--- config.mk ---
export PLATFORM = sky130hd
export DESIGN_NAME = seq1011_detector
export DESIGN_NICKNAME = d
export VERILOG_FILES = /design/src/rtl/seq_det_pkg.sv /design/src/rtl/sat_counter.sv /design/src/rtl/seq1011_detector.sv
export SDC_FILE = /design/constraint.sdc
export NUM_CORES = 1
export LEC_CHECK = 0
export CORE_AREA = 5 5 42 44
export DETAILED_ROUTE_END_ITERATION = 16
export DIE_AREA = 0 0 47 49
export HOLD_SLACK_MARGIN = 0.15
export PLACE_DENSITY = 0.77
export REMOVE_ABC_BUFFERS = 1
export SLEW_MARGIN = 40
export SYNTH_ARGS = -nofsm -noshare
export SYNTH_HDL_FRONTEND = slang
export SYNTH_SLANG_ARGS = --single-unit
--- constraint.sdc ---
create_clock -name Clock -period 2.5 [get_ports Clock]
set_input_delay 0.375 -clock Clock [delete_from_list [all_inputs] [get_ports Clock]]
set_output_delay 0.375 -clock Clock [all_outputs]
set_load 0.02 [all_outputs]
--- src/rtl/seq_det_pkg.sv ---
// rtl/seq_det_pkg.sv - shared state encodings and pattern constants for the 1011 detector
package seq_det_pkg;

    localparam int STATE_W = 3;
    localparam logic [3:0] PATTERN = 4'b1011;

    // Each code is the length of the pattern prefix matched so far.
    typedef enum logic [STATE_W-1:0] {
        S0    = 3'd0,
        S1    = 3'd1,
        S10   = 3'd2,
        S101  = 3'd3,
        S1011 = 3'd4
    } state_t;

endpackage

--- src/rtl/sat_counter.sv ---
// rtl/sat_counter.sv - saturating match counter with sticky overflow flag
module sat_counter #(
    parameter int COUNT_WIDTH = 8
) (
    input  logic                   Clock,
    input  logic                   Reset,
    input  logic                   Clear,
    input  logic                   Inc,
    output logic [COUNT_WIDTH-1:0] Count,
    output logic                   Overflow
);

    localparam logic [COUNT_WIDTH-1:0] COUNT_MAX = '1;

    // Clear shares priority with Reset so a colliding increment is dropped.
    always_ff @(posedge Clock) begin
        if (Reset || Clear) begin
            Count    <= '0;
            Overflow <= 1'b0;
        end else if (Inc) begin
            if (Count == COUNT_MAX) begin
                Overflow <= 1'b1;
            end else begin
                Count <= Count + COUNT_WIDTH'(1);
            end
        end
    end

endmodule

--- src/rtl/seq1011_detector.sv ---
// rtl/seq1011_detector.sv - Moore detector for overlapping 1011 with saturating match count
module seq1011_detector
    import seq_det_pkg::*;
#(
    parameter int COUNT_WIDTH = 8
) (
    input  logic                   Clock,
    input  logic                   Reset,
    input  logic                   En,
    input  logic                   Din,
    input  logic                   Clear,
    output logic                   Match,
    output logic [COUNT_WIDTH-1:0] MatchCount,
    output logic                   Overflow,
    output logic [STATE_W-1:0]     State
);

    state_t state_q;
    state_t state_d;
    logic   match_event;

    always_ff @(posedge Clock) begin
        if (Reset) begin
            state_q <= S0;
        end else begin
            state_q <= state_d;
        end
    end

    // Illegal codes fall back to S0 even when En is low.
    always_comb begin
        state_d = state_q;
        case (state_q)
            S0:    if (En) state_d = Din ? S1    : S0;
            S1:    if (En) state_d = Din ? S1    : S10;
            S10:   if (En) state_d = Din ? S101  : S0;
            S101:  if (En) state_d = Din ? S1011 : S10;
            S1011: if (En) state_d = Din ? S1    : S10;
            default:       state_d = S0;
        endcase
    end

    always_comb begin
        match_event = En && (state_d == S1011);
    end

    assign Match = (state_q == S1011);
    assign State = state_q;

    sat_counter #(
        .COUNT_WIDTH(COUNT_WIDTH)
    ) u_sat_counter (
        .Clock   (Clock),
        .Reset   (Reset),
        .Clear   (Clear),
        .Inc     (match_event),
        .Count   (MatchCount),
        .Overflow(Overflow)
    );

endmodule

# Word-level counts from Yosys, hierarchy flattened
# Cells that the tools add are included.
[word_totals]
ff_bits = 12
inputBits = 5
out_inout_bits = 13
word_cells = 26
[op_classes]
add_sub_neg = 1
n_eq_ne = 6
mux = 9
bitwise = 1
n_reduce_logical = 6
[op_table]
columns = ["cell", "n"]
rows = [
  ["3-bit 2-to-1 mux", 5],
  ["3-bit case mux with 4 select lines", 1],
  ["8-bit by 1-bit adder with 8-bit output, second input constant", 1],
  ["8-bit equality test, second input constant", 1],
  ["3-bit by 2-bit equality test with 1-bit output, second input constant", 2],
  ["3-bit equality test, second input constant", 2],
  ["2-bit 2-to-1 mux", 2],
  ["2-bit AND reduction", 2],
  ["3-bit by 1-bit equality test with 1-bit output, second input constant", 1],
  ["3-bit zero test", 1],
  ["2-bit OR reduction", 1],
  ["1-bit logical AND", 1],
  ["1-bit logical OR", 1],
  ["1-bit 2-to-1 mux", 1],
  ["1-bit inverter", 1],
]

# Logic depth before layout (Yosys ltp)
# Gate-level depths: netlist of the first run.
[logic_depth]
depth_word = 6
ltp_mapped = 5
ltp_nobuf = 5

# Hierarchy
# Synthesis of the first run repeated with hierarchy kept, for this count alone.
[unflattened]
hier_cells = 70
hier_area_um2 = 648.1
[by_module_without_submodules]
columns = ["mod", "instances", "cells_per_inst", "area_each_um2", "seq_area_each_um2"]
rows = [
  ["sat_counter", 1, 51, 455.4, 180.2],
  ["seq1011_detector", 1, 19, 192.7, 60.1],
]

# Worst setup path after synthesis of the first run
# No wires, ideal clock.
[synth_timing]
kind = "register to register"
from = "register u_sat_counter.Count[0]"
to = "register u_sat_counter.Count[1]"
setup_time_ps = 126
arrival_time_ps = 1512
setup_slack_ps = 862
path_stages_with_launch = 6
synth_period_minus_slack_ps = 1638
cell_sequence = "dfxtp_1 > ha_1 > nand4_1 > o211ai_1 > mux2i_1 > nor2_1"
[synth_via]
elab_chain_cells = 3
word_cells_on_any_way = 4
cone_classes = "add/sub (1); eq/ne (1); bitwise (1); reduce/logical (1)"
[synth_rtl]
columns = ["item", "line_no", "rtl"]
rows = [
  ["start: declaration", "sat_counter.sv:9", "output logic [COUNT_WIDTH-1:0] Count,"],
  ["start signal: assignment", "sat_counter.sv:24", "Count <= Count + COUNT_WIDTH'(1);"],
  ["branches (longest 3 deep; another with 8-bit by 1-bit adder with 8-bit output)", "n/a", ""],
]
# Parallel ways; which one is timed is not known.
# A chain may end at the register's enable or synchronous reset.

# Final worst setup path of the first run
[layout_timing]
from = "register state_q[1] (netlist: State[1])"
to = "output port Match"
[layout_via]
elab_chain_cells = 1
[layout_rtl]
columns = ["item", "line_no", "rtl"]
rows = [
  ["start: declaration", "seq1011_detector.sv:18", "state_t state_q;"],
  ["start signal: assignment", "seq1011_detector.sv:26", "state_q <= state_d;"],
  ["3-bit equality test", "seq1011_detector.sv:47", "assign Match = (state_q == S1011);"],
  ["end: declaration", "seq1011_detector.sv:12", "output logic Match,"],
]
# Every way passes these cells.

==> parameters.txt, run 1 <==
Parameter                              Value

Place
  Routability-driven placement congestion ratio    0.693
  Instance area after placement    777 µm²
  Final HPWL from detailed placement    1010 µm
  Count of input and output buffers    17

Worst setup path
  Setup slack of the worst register-to-register path    0.85 ns
  Cells traversed along the worst timing path    nor3b_1 > clkdlybuf4s50_1
  Kind of critical path    flop to output pin
  Crit Path Max Fanout    10
  Critical path buffers and inverters    1
  Critical register-to-register path startpoint    u_sat_counter.Count[0]
  Delay contributed by the slowest stage of the critical path    0.69 ns
  Arrival time of data at the critical path endpoint    1.79 ns
  Slowest CP cell    clkdlybuf4s50_1
  CP startpoint    State[1]
  Worst Reg-to-Reg Cells    5
  Worst endpoint required time    2.12 ns
  Startpoint Class    flop
  Element type at the critical path end    output pin
  Delay-heaviest family, CP    buffers and inverters
  Reg-to-Reg End    u_sat_counter.Count[1]

Final layout
  Non-Filler Cell Area, Final    800 µm²
  Fraction of layout instances using a drive strength above 1    0.0581
  Number of antenna diodes    0
  Fraction of the core area covered by cells at the end of the flow    0.571
  Net count reported at finish    between 90 and 100
  Area Overhead vs Synth    32.6%

Min path
  Hold EP    u_sat_counter.Overflow
  Number of instances on the worst hold path    2
  Worst min-delay path category    flop to flop
  Startpoint of the tightest hold check path    u_sat_counter.Overflow

Yosys
  Post-synthesis instance area    603 µm²
  Cell count after synthesis    69
  Sequential cell area fraction in the yosys report    0.398
  Synthesized flop and latch total    12
  Top cell type by total area after synthesis    dfxtp_1
  Yosys cell types    29
  Fraction of synthesized cell area taken by the top area cell type    0.398
  Primary FF master, synth    dfxtp_1
  Mean cell area of the mapped netlist    8.74 µm²
  Async set or reset register ratio after synthesis    0
  Most repeated cell in the gate-level netlist after synthesis    dfxtp_1
  Count of warnings emitted by yosys    0
  Main area contributors after synthesis    dfxtp_1 40%, a21oi_1 6.6%, nor2_1 4.4%
  Count of flip-flops with a built-in enable after synthesis    0
  Post-synth top cells    12 x dfxtp_1, 8 x a21oi_1, 7 x nor2_1, 4 x nand2_1, 4 x o21ai_0

Clock network
  Clock Tree Buf Depth    2
  Number of clock buffers inserted by TritonCTS    3
  Clock slew at the register clock pins of the worst setup and hold paths    ~0.070 ns
  Cell at the root of the clock tree    clkbuf_4
  Latest clock arrival within the worst-skew pair    0.27 ns
  Number of gates resized after CTS    0
  Number of hold buffers added after cts    0
  Clock tree from TritonCTS    yes
  Max H-tree Level    1
  Number of buffers inserted to repair setup after CTS    0
  Clock sinks    12

Route
  Vias per Instance    5.39
  Vias after detailed routing    550
  DRC marker count from the first detailed-route iteration    6
  DRC violation count after routing    0
  Average wire per standard cell    around 13 µm
  Number of nets still failing antenna checks after routing    0
  Detailed-router iteration count before antenna repair    4
  Overall routed net length    1300 µm

STA
  Share of the clock period used by the worst path after layout    0.866
  Number of slew-limit violations in the final report    0
  Hold Violations, Final    0
  Fmax achieved    0.462 GHz
  Slew headroom    0.733
  Clock period minus worst slack    2.16 ns
  Unrepaired setup endpoints after global routing    false
  Layout Skew    0.00817 ns
  Smallest hold slack    between 0.4 and 0.5 ns
  Setup TNS    0 ns
  Final Setup Violations    0
  Measured slew at the worst slew-check pin    about 0.4 ns

Run status
  Run status    complete, no violations

Power and ir drop
  Static Leak    0.259 nW
  Power Density    416 nW/µm²
  Largest vdd supply drop    0.000331 V

Flow run
  Total of max-cap violations    0

Die
  Placeable Area    about 1400 µm²
  Chip height    49 µm
  Starting utilization of the core area    0.430
  Die area    approximately 2300 µm²
  Horizontal die dimension    47 µm
  Number of top-level pins    18
  Floorplan row count    14

Global route
  Number of global-route vias before repair    468
  Overall Global Routing Usage    0.125
  Largest net degree at the start of global routing    11
  Global route overflow    0
  First-pass GRT wire length    2060 µm
  Antenna violations before repair    0
==> worst max-delay path by stage <==
stage	endpoint	slack (ns)	cells after the start
global route	Match	0.26	2
detailed placement	u_sat_counter.Count[3]	0.35	5
floorplan	u_sat_counter.Count[1]	0.87	5
global placement	u_sat_counter.Count[3]	0.45	5
finish	Match	0.34	2
CTS	Match	0.35	2
==> routing by layer <==
| metal | GRT usage | up-vias | wire, µm |
|---|---|---|---|
| met2 | 0.181 | 11 | 634 |
| met4 | 0.0553 | 0 | 24 |
| met5 | 0 | - | 0 |
| met1 | 0.155 | 244 | 571 |
| met3 | 0.0554 | 4 | 69 |
| li1 | - | 291 | - |
==> layout make-up <==
| class | count | area [µm²] |
|---|---|---|
| Clock buffer | 3 | 22.5 |
| Multi-Input combinational cell | 53 | 343 |
| Sequential cell | 12 | 240 |
| Fill cell | 137 | 602 |
| Timing Repair Buffer | 17 | 170 |
| Tap cell | 16 | 20.0 |
| Inverter | 1 | 3.75 |
==> report_power, final <==
part           switching [mW]  total (mW)  internal [mW]
Clock                  0.0609       0.117         0.0558
Sequential            0.00250       0.195          0.192
Combinational          0.0101      0.0211         0.0110
==> stage by stage <==
| stage | setup slack [ns] | power, mW | cells |
|---|---|---|---|
| floorplan | 0.871 | 0.207 | 66 |
| global placement | 0.447 | 0.220 | 99 |
| detailed placement | 0.355 | 0.220 | 99 |
| CTS | 0.352 | 0.338 | 102 |
| global route | 0.256 | 0.352 | 102 |
| finish | 0.336 | 0.333 | 102 |
==> worst min-delay path, stage by stage, from the launching register on <==
cell     delay (ns)
dfxtp_1        0.34
a31oi_1        0.04
nor2_1         0.07
==> cells in the final DEF (no fill, tap or decap) <==
cell type	synthesis	routed
nand2b_1	3	3
ha_1	1	1
o211ai_1	3	3
mux2i_1	2	2
or4_1	1	1
nor3b_1	1	1
o2111ai_4	1	1
nand2_1	4	4
nand4_1	2	2
a31oi_1	1	1
and4_1	1	1
nand3_1	2	2
xor2_1	2	2
nor2_1	7	7
nor2b_1	1	1
inv_1	1	1
or2_2	1	1
o31ai_1	1	1
and4b_1	1	1
a21oi_1	8	8
nand3b_1	1	1
and2_1	1	1
o2111ai_1	1	1
or3_1	3	3
clkbuf_4	0	3
o21ai_0	4	4
clkdlybuf4s50_1	0	17
dfxtp_1	12	12
==> kinds of logic after synthesis <==
logic type | after synthesis | synth area share
xor+xnor | 2 | 0.0291
fa+ha+maj | 1 | 0.0207
flops | 12 | 0.398
buf+inv | 4 | 0.0332
compound gates | 19 | 0.218
simple gates | 29 | 0.268
mux | 2 | 0.0332
==> registers in the layout (all words and copies together), names as in the netlist <==
register                flops
State                       3
u_sat_counter.Count         8
u_sat_counter.Overflow      1
Power figures use the tool's default switching activity.
==> inputs of run 2 (changes only) <==
ABC_CLOCK_PERIOD_IN_PS = 2500   (was not set)
==> results of run 2 <==
Same layout as run 1: the final DEF is identical, and so are final timing and power.
